===== src/rtl/branch_resolver.sv =====
`default_nettype none
// +--------------------------------------------------------------------------+
// | Module      : branch_resolver                                            |
// | Description : Tracks IF-stage predictions in an in-order queue, checks   |
// |               them against EX resolution, drives the predictor update    |
// |               bus, raises flush/redirect on a mispredict and keeps       |
// |               branch/mispredict statistics.                              |
// | Ports       : clk, rst          - clock, synchronous active-high reset   |
// |               rdy               - global enable (0 freezes all state)    |
// |               if_push/if_pc/pred_taken/pred_tar - prediction at IF       |
// |               q_full            - tracking queue full, IF must stall     |
// |               ex_valid/ex_pc/ex_is_branch/ex_taken/ex_tar - EX outcome   |
// |               upd_valid/upd_pc/upd_tar/upd_taken - predictor update      |
// |               flush_o/redirect_pc - mispredict flush and correct PC      |
// |               br_cnt/miss_cnt   - resolved branch / mispredict counts    |
// |               err_o             - sticky protocol error                  |
// | Revision    : 1.0 - initial release                                      |
// +--------------------------------------------------------------------------+
module branch_resolver #(
   parameter int DEPTH = 4,
   parameter int AW    = 32,
   parameter int CW    = 32
) (
   input  logic          clk,
   input  logic          rst,
   input  logic          rdy,
   input  logic          if_push,
   input  logic [AW-1:0] if_pc,
   input  logic          pred_taken,
   input  logic [AW-1:0] pred_tar,
   output logic          q_full,
   input  logic          ex_valid,
   input  logic [AW-1:0] ex_pc,
   input  logic          ex_is_branch,
   input  logic          ex_taken,
   input  logic [AW-1:0] ex_tar,
   output logic          upd_valid,
   output logic [AW-1:0] upd_pc,
   output logic [AW-1:0] upd_tar,
   output logic          upd_taken,
   output logic          flush_o,
   output logic [AW-1:0] redirect_pc,
   output logic [CW-1:0] br_cnt,
   output logic [CW-1:0] miss_cnt,
   output logic          err_o
);

   localparam int            c_pw    = (DEPTH > 1) ? $clog2(DEPTH) : 1;
   localparam logic [c_pw:0] c_depth = (c_pw + 1)'(DEPTH);

   // Queue storage and control
   logic [AW-1:0] ent_pc_q    [DEPTH];
   logic [AW-1:0] ent_tar_q   [DEPTH];
   logic          ent_taken_q [DEPTH];

   logic [c_pw-1:0] head_q, head_d;
   logic [c_pw-1:0] tail_q, tail_d;
   logic [c_pw:0]   count_q, count_d;

   // Registered outputs
   logic          upd_valid_q, upd_valid_d;
   logic [AW-1:0] upd_pc_q, upd_pc_d;
   logic [AW-1:0] upd_tar_q, upd_tar_d;
   logic          upd_taken_q, upd_taken_d;
   logic          flush_q, flush_d;
   logic [AW-1:0] redirect_q, redirect_d;
   logic [CW-1:0] br_cnt_q, br_cnt_d;
   logic [CW-1:0] miss_cnt_q, miss_cnt_d;
   logic          err_q, err_d;

   // Per-cycle decode
   logic          w_act_push;
   logic          w_act_ex;
   logic          w_pop;
   logic          w_miss;
   logic          w_push_ok;
   logic          w_err_evt;
   logic [AW-1:0] w_head_pc;
   logic [AW-1:0] w_head_tar;
   logic          w_head_taken;
   logic [AW-1:0] w_nxt_pc;
   logic [AW-1:0] w_redir;

   always_comb begin
      // The cycle in which flush_o is presented carries wrong-path traffic,
      // so IF and EX requests are ignored then.
      w_act_push   = if_push & ~flush_q;
      w_act_ex     = ex_valid & ~flush_q;
      w_pop        = w_act_ex & (count_q != '0);
      w_head_pc    = ent_pc_q[head_q];
      w_head_tar   = ent_tar_q[head_q];
      w_head_taken = ent_taken_q[head_q];
      w_nxt_pc     = ex_pc + AW'(4);

      w_miss = 1'b0;
      if (w_pop) begin
         if (ex_is_branch && ex_taken)
            w_miss = ~w_head_taken | (w_head_tar != ex_tar);
         else
            w_miss = w_head_taken;
      end
      w_redir = (ex_is_branch && ex_taken) ? ex_tar : w_nxt_pc;

      // A pop frees a slot in the same cycle; a mispredict discards the push.
      w_push_ok = w_act_push & ((count_q != c_depth) | w_pop) & ~w_miss;

      w_err_evt = (w_act_push & (count_q == c_depth) & ~w_pop)
                | (w_act_ex & (count_q == '0))
                | (w_pop & (ex_pc != w_head_pc));

      head_d      = head_q;
      tail_d      = tail_q;
      count_d     = count_q;
      upd_valid_d = upd_valid_q;
      upd_pc_d    = upd_pc_q;
      upd_tar_d   = upd_tar_q;
      upd_taken_d = upd_taken_q;
      flush_d     = flush_q;
      redirect_d  = redirect_q;
      br_cnt_d    = br_cnt_q;
      miss_cnt_d  = miss_cnt_q;
      err_d       = err_q;

      // With rdy low everything holds, including undelivered pulses.
      if (rdy) begin
         upd_valid_d = 1'b0;
         flush_d     = 1'b0;

         if (w_pop) begin
            upd_valid_d = ex_is_branch;
            upd_pc_d    = ex_pc;
            upd_tar_d   = ex_tar;
            upd_taken_d = ex_taken;
            flush_d     = w_miss;
            redirect_d  = w_redir;
            br_cnt_d    = br_cnt_q + CW'(ex_is_branch);
            miss_cnt_d  = miss_cnt_q + CW'(w_miss);
            head_d      = head_q + 1'b1;
         end

         if (w_push_ok)
            tail_d = tail_q + 1'b1;

         count_d = count_q + (c_pw + 1)'(w_push_ok) - (c_pw + 1)'(w_pop);

         if (w_miss) begin
            head_d  = '0;
            tail_d  = '0;
            count_d = '0;
         end

         if (w_err_evt)
            err_d = 1'b1;
      end
   end

   always_ff @(posedge clk) begin
      if (rst) begin
         head_q      <= '0;
         tail_q      <= '0;
         count_q     <= '0;
         upd_valid_q <= 1'b0;
         upd_pc_q    <= '0;
         upd_tar_q   <= '0;
         upd_taken_q <= 1'b0;
         flush_q     <= 1'b0;
         redirect_q  <= '0;
         br_cnt_q    <= '0;
         miss_cnt_q  <= '0;
         err_q       <= 1'b0;
      end else begin
         head_q      <= head_d;
         tail_q      <= tail_d;
         count_q     <= count_d;
         upd_valid_q <= upd_valid_d;
         upd_pc_q    <= upd_pc_d;
         upd_tar_q   <= upd_tar_d;
         upd_taken_q <= upd_taken_d;
         flush_q     <= flush_d;
         redirect_q  <= redirect_d;
         br_cnt_q    <= br_cnt_d;
         miss_cnt_q  <= miss_cnt_d;
         err_q       <= err_d;
      end
   end

   // Entry payload needs no reset: it is only read while count is non-zero.
   generate
      for (genvar i = 0; i < DEPTH; i++) begin : g_entry
         always_ff @(posedge clk) begin
            if (!rst && rdy && w_push_ok && (tail_q == c_pw'(i))) begin
               ent_pc_q[i]    <= if_pc;
               ent_tar_q[i]   <= pred_tar;
               ent_taken_q[i] <= pred_taken;
            end
         end
      end
   endgenerate

   assign q_full      = (count_q == c_depth);
   assign upd_valid   = upd_valid_q & rdy;
   assign upd_pc      = upd_pc_q;
   assign upd_tar     = upd_tar_q;
   assign upd_taken   = upd_taken_q;
   assign flush_o     = flush_q & rdy;
   assign redirect_pc = redirect_q;
   assign br_cnt      = br_cnt_q;
   assign miss_cnt    = miss_cnt_q;
   assign err_o       = err_q;

endmodule
`default_nettype wire


===== config.mk =====
export PLATFORM = sky130hd
export DESIGN_NAME = branch_resolver
export DESIGN_NICKNAME = d
export VERILOG_FILES = /design/src/rtl/branch_resolver.sv
export SDC_FILE = /design/constraint.sdc
export NUM_CORES = 1
export LEC_CHECK = 0
export ABC_CLOCK_PERIOD_IN_PS = 8950
export CORE_AREA = 2 2 188 190
export DETAILED_ROUTE_END_ITERATION = 16
export DIE_AREA = 0 0 190 192
export PLACE_DENSITY_LB_ADDON = 0.05
export RECOVER_POWER = 50
export SLEW_MARGIN = 15
export SYNTH_ARGS = -nofsm -noshare
export SYNTH_HDL_FRONTEND = slang
export SYNTH_SLANG_ARGS = --single-unit

===== constraint.sdc =====
create_clock -name clk -period 8.95 [get_ports clk]
set_input_delay 1.3425 -clock clk [delete_from_list [all_inputs] [get_ports clk]]
set_output_delay 1.3425 -clock clk [all_outputs]
set_load 0.02 [all_outputs]

==> metrics.md, run 1 <==
| Metric | Value |
|---|---|
| Worst r2r dst | `miss_cnt[26]` |
| GRT Total Usage | `~25%` |
| Post-Syn Area | `around 0.018 sq mm` |
| Worst setup EP type | `register` |
| CP startpoint kind | `primary input` |
| First-pass GRT wire length | `between 60000 and 70000 um` |
| Number of I/O pins | `approximately 300` |
| Final Max Tran Viols | `0` |
| Synth cell types | `59` |
| Core area | `~0.034 sq mm` |
| Port Buf Inserts | `300` |
| Design area | `about 0.023 sq mm` |
| Initial core utilization | `52.5%` |
| Via count | `approximately 12000` |
| Max_cap viols | `0` |
| Switching share of power | `between 20% and 30%` |
| Router iterations before antenna repair | `5` |
| Clk root buf | `clkbuf_16` |
| Clock Path Buffers | `3` |
| Post_cts resized | `0` |
| Clk_lat worst skew | `roughly 0.56 ns` |
| Final Total Pwr | `~5.0 mW` |
| CP startpoint | `ex_valid` |
| Layout cells sized above 1 | `under 10%` |
| Max_slew headroom | `between 20% and 30%` |
| Static leakage | `between 7 and 8 nW` |
| Max Clk Rate | `slightly below 0.2 GHz` |
| RSZ-0062 raised after global routing | `false` |
| Fillers | `~2600` |
| Area of the multi-input gates | `0.00631 sq mm` |
| Storage cell area | `~0.011 sq mm` |
| Hold Buf Count CTS | `0` |
| Worst path required time | `9.42 ns` |
| Crit path time final | `5.17 ns` |
| Final Cycle Share | `57.8%` |
| Drt wl/cell | `21.2 um` |
| Htree depth | `2` |
| Post-Route Skew | `roughly 0.023 ns` |
| Initial DRC Count | `approximately 700` |
| Setup crit end | `miss_cnt[26]` |
| Die Wd | `190 um` |
| Die area | `roughly 0.036 sq mm` |
| RD Place Congestion | `~0.81` |
| Initial antenna violation count | `2` |
| P_sw | `1.28 mW` |
| Reg power frac | `~46%` |
| Antenna-violating nets left | `0` |
| Pwr Density | `217 mW/mm^2` |
| Final setup viols | `0` |
| Die height | `192 um` |
| Synth Area per Inst | `approximately 13 sq um` |
| Post-Synthesis Cells | `1425` |
| Final #Nets | `1855` |
| Hold Vio Cnt, Final | `0` |
| Pint | `about 3.7 mW` |
| Grt ovf | `0` |
| Area delta synth->final | `26.9%` |
| Worst VDD drop | `0.000216 V` |
| Num CTS Buffers | `between 40 and 50` |
| Vias in the first global route | `11800` |
| Setup_tns | `0 ns` |
| Via density | `between 5 and 6` |
| Register area share after synthesis | `a little over three fifths` |
| Number of flops mapped to enable cells by yosys | `260` |
| Largest net degree at the start of global routing | `99` |
| Mapped Nets | `~1600` |
| Reg-to-reg slack, setup | `between 3 and 4 ns` |
| Clock-pin slew on the worst setup and hold paths | `approximately 0.060 ns` |
| Clock share of power | `roughly two fifths` |
| DP Area | `between 0.02 and 0.025 sq mm` |
| Least-Margin Pin Slew | `1.12 ns` |
| CTS tree | `done` |
| Syn. warnings | `0` |
| Row cnt | `68` |
| Clock sinks | `roughly 430` |
| Total Wirelength | `around 47000 um` |
| Critical path class | `primary input to register` |
| Fraction of registers with async set/reset | `0%` |
| Synth Flop Type | `edfxtp_1` |
| Crit path DAT | `5.64 ns` |
| CP max FO | `10` |
| Worst r2r path cells | `14` |
| Min-delay worst type | `register to register` |
| Yosys reg bits | `433` |
| Comb pwr share | `roughly 16%` |
| Post-route DRC | `0` |
| Dpl hpwl | `about 32000 um` |
| Setup repair bufs after CTS | `0` |
| Status | `finished, final reports clean` |
## worst min path at each step
stage	from	endpoint	slack [ns]	depth (start not counted)
after global routing	upd_pc[30]	upd_pc[30]	0.46	2
after floorplan	upd_valid_q	upd_valid_q	0.44	2
after detailed placement	redirect_pc[2]	redirect_pc[2]	0.45	2
final	upd_pc[30]	upd_pc[30]	0.45	2
after CTS	redirect_pc[2]	redirect_pc[2]	0.45	2
after global placement	redirect_pc[30]	redirect_pc[30]	0.44	2
## layer usage
metal	vias up	GRT usage (%)	share of wire (%)
met5	-	0	0.034
li1	5787	-	-
met1	5944	34.1	42
met4	2	9.99	3.7
met3	99	4.49	6.0
met2	406	41.5	48
## cells by family (layout without fill, tap and decap cells)
group / Yosys count / after routing / share of synthesized area (%)
AND/OR/NAND/NOR: 488 / 488 / 12.8
flip-flops: 433 / 433 / 62.6
AO/OA/AOI/OAI: 184 / 184 / 6.11
XOR/XNOR: 136 / 136 / 6.61
buffers and inverters: 97 / 416 / 2.61
multiplexers: 75 / 75 / 8.43
adder cells (fa/ha/maj): 12 / 12 / 0.875
other: 0 / 2 / 0
## per-stage QoR
step                utilization (%)  cells  hold WS [ns]  setup slack, ns
global route                   66.6   2200         0.460             3.36
CTS                            66.6   2199         0.453             3.70
floorplan                         -   1425         0.436             2.35
global placement               62.2   2115         0.441             3.35
finish                         66.6   2201         0.450             3.78
detailed placement             62.2   2115         0.445             3.25
## layout by cell type, fill, tap and decap left out, types with 16 or more instances in the layout
master,n
a21oi_1,118
clkdlybuf4s50_1,70
dlygate4sd3_1,229
mux4_2,44
nand2_1,205
edfxtp_1,260
nor2_1,106
or3_1,17
a211oi_1,17
nand3_1,41
and3_1,16
xnor2_1,78
xor2_1,58
clkbuf_16,47
dfxtp_1,171
nand4_1,32
inv_1,18
## critical path, cell delays in order
cell and delay [ns]:
dlygate4sd3_1 0.59, inv_1 0.07, nor3b_1 0.59, o21ai_0 0.45
a21oi_4 0.54, ha_1 0.26, ha_1 0.19, nand4_1 0.24
nor4_1 0.50, nand2b_1 0.30, or3_1 0.41, a21oi_1 0.14
## state kept, by name, indices dropped and copies added (netlist names), named ones only
name	cells
count_q	3
ent_taken_q	4
miss_cnt	32
tail_q	2
flush_q	1
ent_tar_q	128
br_cnt	32
redirect_pc	32
upd_tar	32
upd_valid_q	1
upd_taken	1
ent_pc_q	128
head_q	2
upd_pc	32
err_o	1
## power by group through the flow
| stage | Combinational, mW | Sequential [mW] | Clock, mW |
|---|---|---|---|
| after global routing | 0.845 | 2.30 | 2.01 |
| final | 0.785 | 2.28 | 1.89 |
| after CTS | 0.813 | 2.29 | 1.93 |
| after detailed placement | 0.809 | 2.33 | 0 |
| after floorplan | 0.447 | 2.36 | 0 |
| after global placement | 0.800 | 2.33 | 0 |
## synth_stat cells (5+ instances only)
cell	count	area share, %
or3_1	17	0.59
and4_1	10	0.49
xnor2_1	78	3.8
buf_4	5	0.21
xor2_1	58	2.8
buf_1	6	0.13
nand4_1	32	1.1
mux4_1	13	1.9
nor4_1	13	0.45
edfxtp_1	260	43
inv_1	18	0.38
mux2i_1	14	0.78
o21ai_0	14	0.39
a31oi_1	6	0.21
and3_1	16	0.56
a311oi_1	6	0.29
ha_1	11	0.76
a211oi_1	17	0.71
dfxtp_1	173	19
nor2_1	106	2.2
nor3_1	12	0.33
and2_1	11	0.38
nand3_1	41	1.1
clkbuf_1	56	1.2
a21oi_1	118	3.3
mux4_2	44	5.5
nand2_1	207	4.3
## cell type report
type	instances	share of cell area [%]
Timing Repair Buffer	313	13.6
Clock inverter	28	1.26
Sequential cell	433	49.4
Inverter	19	0.312
Clock buffer	56	5.34
Antenna cell	2	0.0219
Multi-Input combinational cell	895	27.6
Tap cell	455	2.49
No activity file was read; power rests on OpenSTA's default activity.
==> inputs of run 2 (changes only) <==
- ABC_CLOCK_PERIOD_IN_PS: 8950 -> 5400
- clock period: 8.95 -> 5.4 ns (I/O delays scaled with it)
==> run 2 against run 1 <==
  * The flow now finishes with violations (max-capacitance violations, max-slew violations)
  * Non-clock buffer count up 9
  * Combinational power up 69%
  * Total power up 65%
  * Clock power up 63%
  * Cell count up 0.27%
  * Count of clock-buffer cells in the layout up 4
  * Utilization up 0.099 points
  * Worst setup slack worse by 3.1 ns
  * Largest cell class unchanged
==> metrics.md, run 2 (synthesis results as in run 1) <==
| Metric | Value |
|---|---|
| Hold Path Sink | `upd_pc[26]` |
| WP buf/inv | `0` |
| Total Wirelength | `approximately 47000 um` |
| Clk root buf | `clkbuf_16` |
| Largest net degree at the start of global routing | `a little over 90` |
| CP peak stage delay | `~0.77 ns` |
| Largest registers | `ent_pc_q x128, ent_tar_q x128` |
| Clock-pin slew on the worst setup and hold paths | `roughly 0.06 ns` |
| Pwr Density | `roughly 360 mW/mm^2` |
| CP cell instances | `mux2i_1 > a2111oi_0 > a311oi_1 > a311oi_1 > o2111a_1 > a21oi_4 > ha_1 > ha_1 > nand4_1 > nor4_1 > nand2b_1 > or3_1 > a21oi_1` |
| Initial core utilization | `a little over half` |
| Worst r2r dst | `miss_cnt[24]` |
| Max_cap viols | `2` |
| Violated checks | `max-capacitance violations, max-slew violations` |
| Final Cycle Share | `between 80 and 90%` |
| Max Clk Rate | `0.214 GHz` |
| Initial antenna violation count | `2` |
| Post_cts resized | `0` |
| Number of I/O pins | `about 300` |
| Design area | `approximately 0.023 sq mm` |
| Status | `finished with violations` |
| Layout cells sized above 1 | `approximately 8.6%` |
| Num CTS Buffers | `between 40 and 50` |
| Switching share of power | `around 26%` |
| Crit path DAT | `5.14 ns` |
| Critical path class | `register to register` |
| Antenna-violating nets left | `0` |
| Worst path required time | `roughly 5.9 ns` |
| Via density | `approximately 5.6` |
| Worst setup EP type | `register` |
| Comb pwr share | `16.2%` |
| Reg-to-reg slack, setup | `slightly above 0.7 ns` |
| Worst r2r path cells | `13` |
| N_diodes | `0` |
| Min-delay worst type | `register to register` |
| Vias in the first global route | `between 10000 and 15000` |
| Final setup viols | `0` |
| Worst VDD drop | `between 0.0002 and 0.0003 V` |
| Port Buf Inserts | `300` |
| Crit path time final | `4.68 ns` |
| Pint | `~6 mW` |
| Slowest CP cell | `dfxtp_4` |
| Static leakage | `about 7.9 nW` |
| RD Place Congestion | `approximately 0.83` |
| Htree depth | `2` |
| Dpl ws | `between 0.5 and 0.6 ns` |
| Hold path start | `upd_pc[26]` |
| Row cnt | `68` |
| Die height | `~190 um` |
| Max_slew headroom | `-52.0%` |
| Final Max Tran Viols | `94` |
| CP startpoint kind | `register` |
| P_sw | `approximately 2.1 mW` |
| Most common cell after layout, fill and taps aside | `edfxtp_1` |
| Clock share of power | `between 30% and 40%` |
| Via count | `12400` |
| Final Total Pwr | `approximately 8 mW` |
| GRT Total Usage | `25.8%` |
| Router iterations before antenna repair | `5` |
| Setup_tns | `0 ns` |
| Least-Margin Pin Slew | `roughly 2.3 ns` |
| Clock Path Buffers | `3` |
| First-pass GRT wire length | `70900 um` |
| Final Non-Filler Cells | `roughly 2200` |
| Clock sinks | `433` |
| Drt wl/cell | `~21 um` |
| Initial DRC Count | `between 800 and 900` |
| Hold Buf Count CTS | `0` |
| Reg power frac | `a little under half` |
| Fin worst setup slack | `0.721 ns` |
| Commonest cells after routing, fill and taps aside | `edfxtp_1 (260), nand2_1 (206), dlygate4sd3_1 (201)` |
| Cells after DPL | `roughly 2100` |
| Die Wd | `about 190 um` |
| Die area | `~0.036 sq mm` |
| Min-Delay Path Depth | `2` |
| Hold Vio Cnt, Final | `0` |
| Core area | `approximately 0.034 sq mm` |
| Final #Nets | `around 1900` |
| RSZ-0062 raised after global routing | `false` |
| Grt ovf | `0` |
| Area delta synth->final | `27.1%` |
| Clk_lat worst skew | `0.55 ns` |
| Family with the most delay on the worst path | `compound AO/OA/AOI/OAI gates` |
| Setup repair bufs after CTS | `0` |
| CTS tree | `done` |
| Post-Route Skew | `roughly 0.021 ns` |
| Post-route DRC | `0` |
| Cell count along the critical path | `13` |
| Dpl hpwl | `roughly 32000 um` |
| CP max FO | `40` |
| DP Area | `0.0214 sq mm` |
run 2: cell types whose count changed in the layout (fill, tap and decap cells not counted), sizes merged, moves of 6 or more:
cell / previous run / this run
dlygate4sd3: 229 / 201
clkdlybuf4s50: 70 / 98
buf: 14 / 21
clkbuf: 56 / 62
run 2: power by group through the flow:
stage | clock [mW] | combinational, mW | sequential, mW
after floorplan | 0 | 0.741 | 3.91
after global placement | 0 | 1.35 | 3.84
after detailed placement | 0 | 1.37 | 3.85
after CTS | 3.14 | 1.38 | 3.78
after global routing | 3.27 | 1.43 | 3.79
final | 3.09 | 1.33 | 3.77
run 2: worst max-delay path by stage:
stage                                 to
after floorplan           ent_pc_q[2][0]
after global placement      miss_cnt[30]
after detailed placement    miss_cnt[30]
after CTS                   miss_cnt[24]
after global routing        miss_cnt[26]
final                       miss_cnt[24]
run 2: area by class of cell:
| cell class | count | area (sq um) |
|---|---|---|
| multi-input cells | 895 | 6300 |
| clock inverters | 23 | 208 |
| clock buffers | 60 | 1280 |
| well taps | 455 | 569 |
| repair buffers | 322 | 3170 |
| fillers | 2550 | 11400 |
| flip-flops and latches | 433 | 11300 |
| inverters | 19 | 71.3 |
run 2: layer usage:
| layer | vias up | GRT usage [%] | share of wire, % |
|---|---|---|---|
| met5 | - | 0 | 0.057 |
| met4 | 4 | 9.39 | 3.2 |
| met3 | 95 | 5.68 | 8.0 |
| met2 | 459 | 42.3 | 48 |
| met1 | 6039 | 33.9 | 41 |
| li1 | 5789 | - | - |
run 2: tightest hold or removal path: cells and delay by family, from the launching register on:
family          cells  cell delay, ns
simple gates        1            0.05
compound gates      1            0.05
flops               1            0.30
run 2: stage by stage:
stage	hold WS [ns]	util [%]
final	0.450	66.7
after global routing	0.467	66.7
after CTS	0.454	66.8
after detailed placement	0.446	62.5
after global placement	0.441	62.5
after floorplan	0.436	-
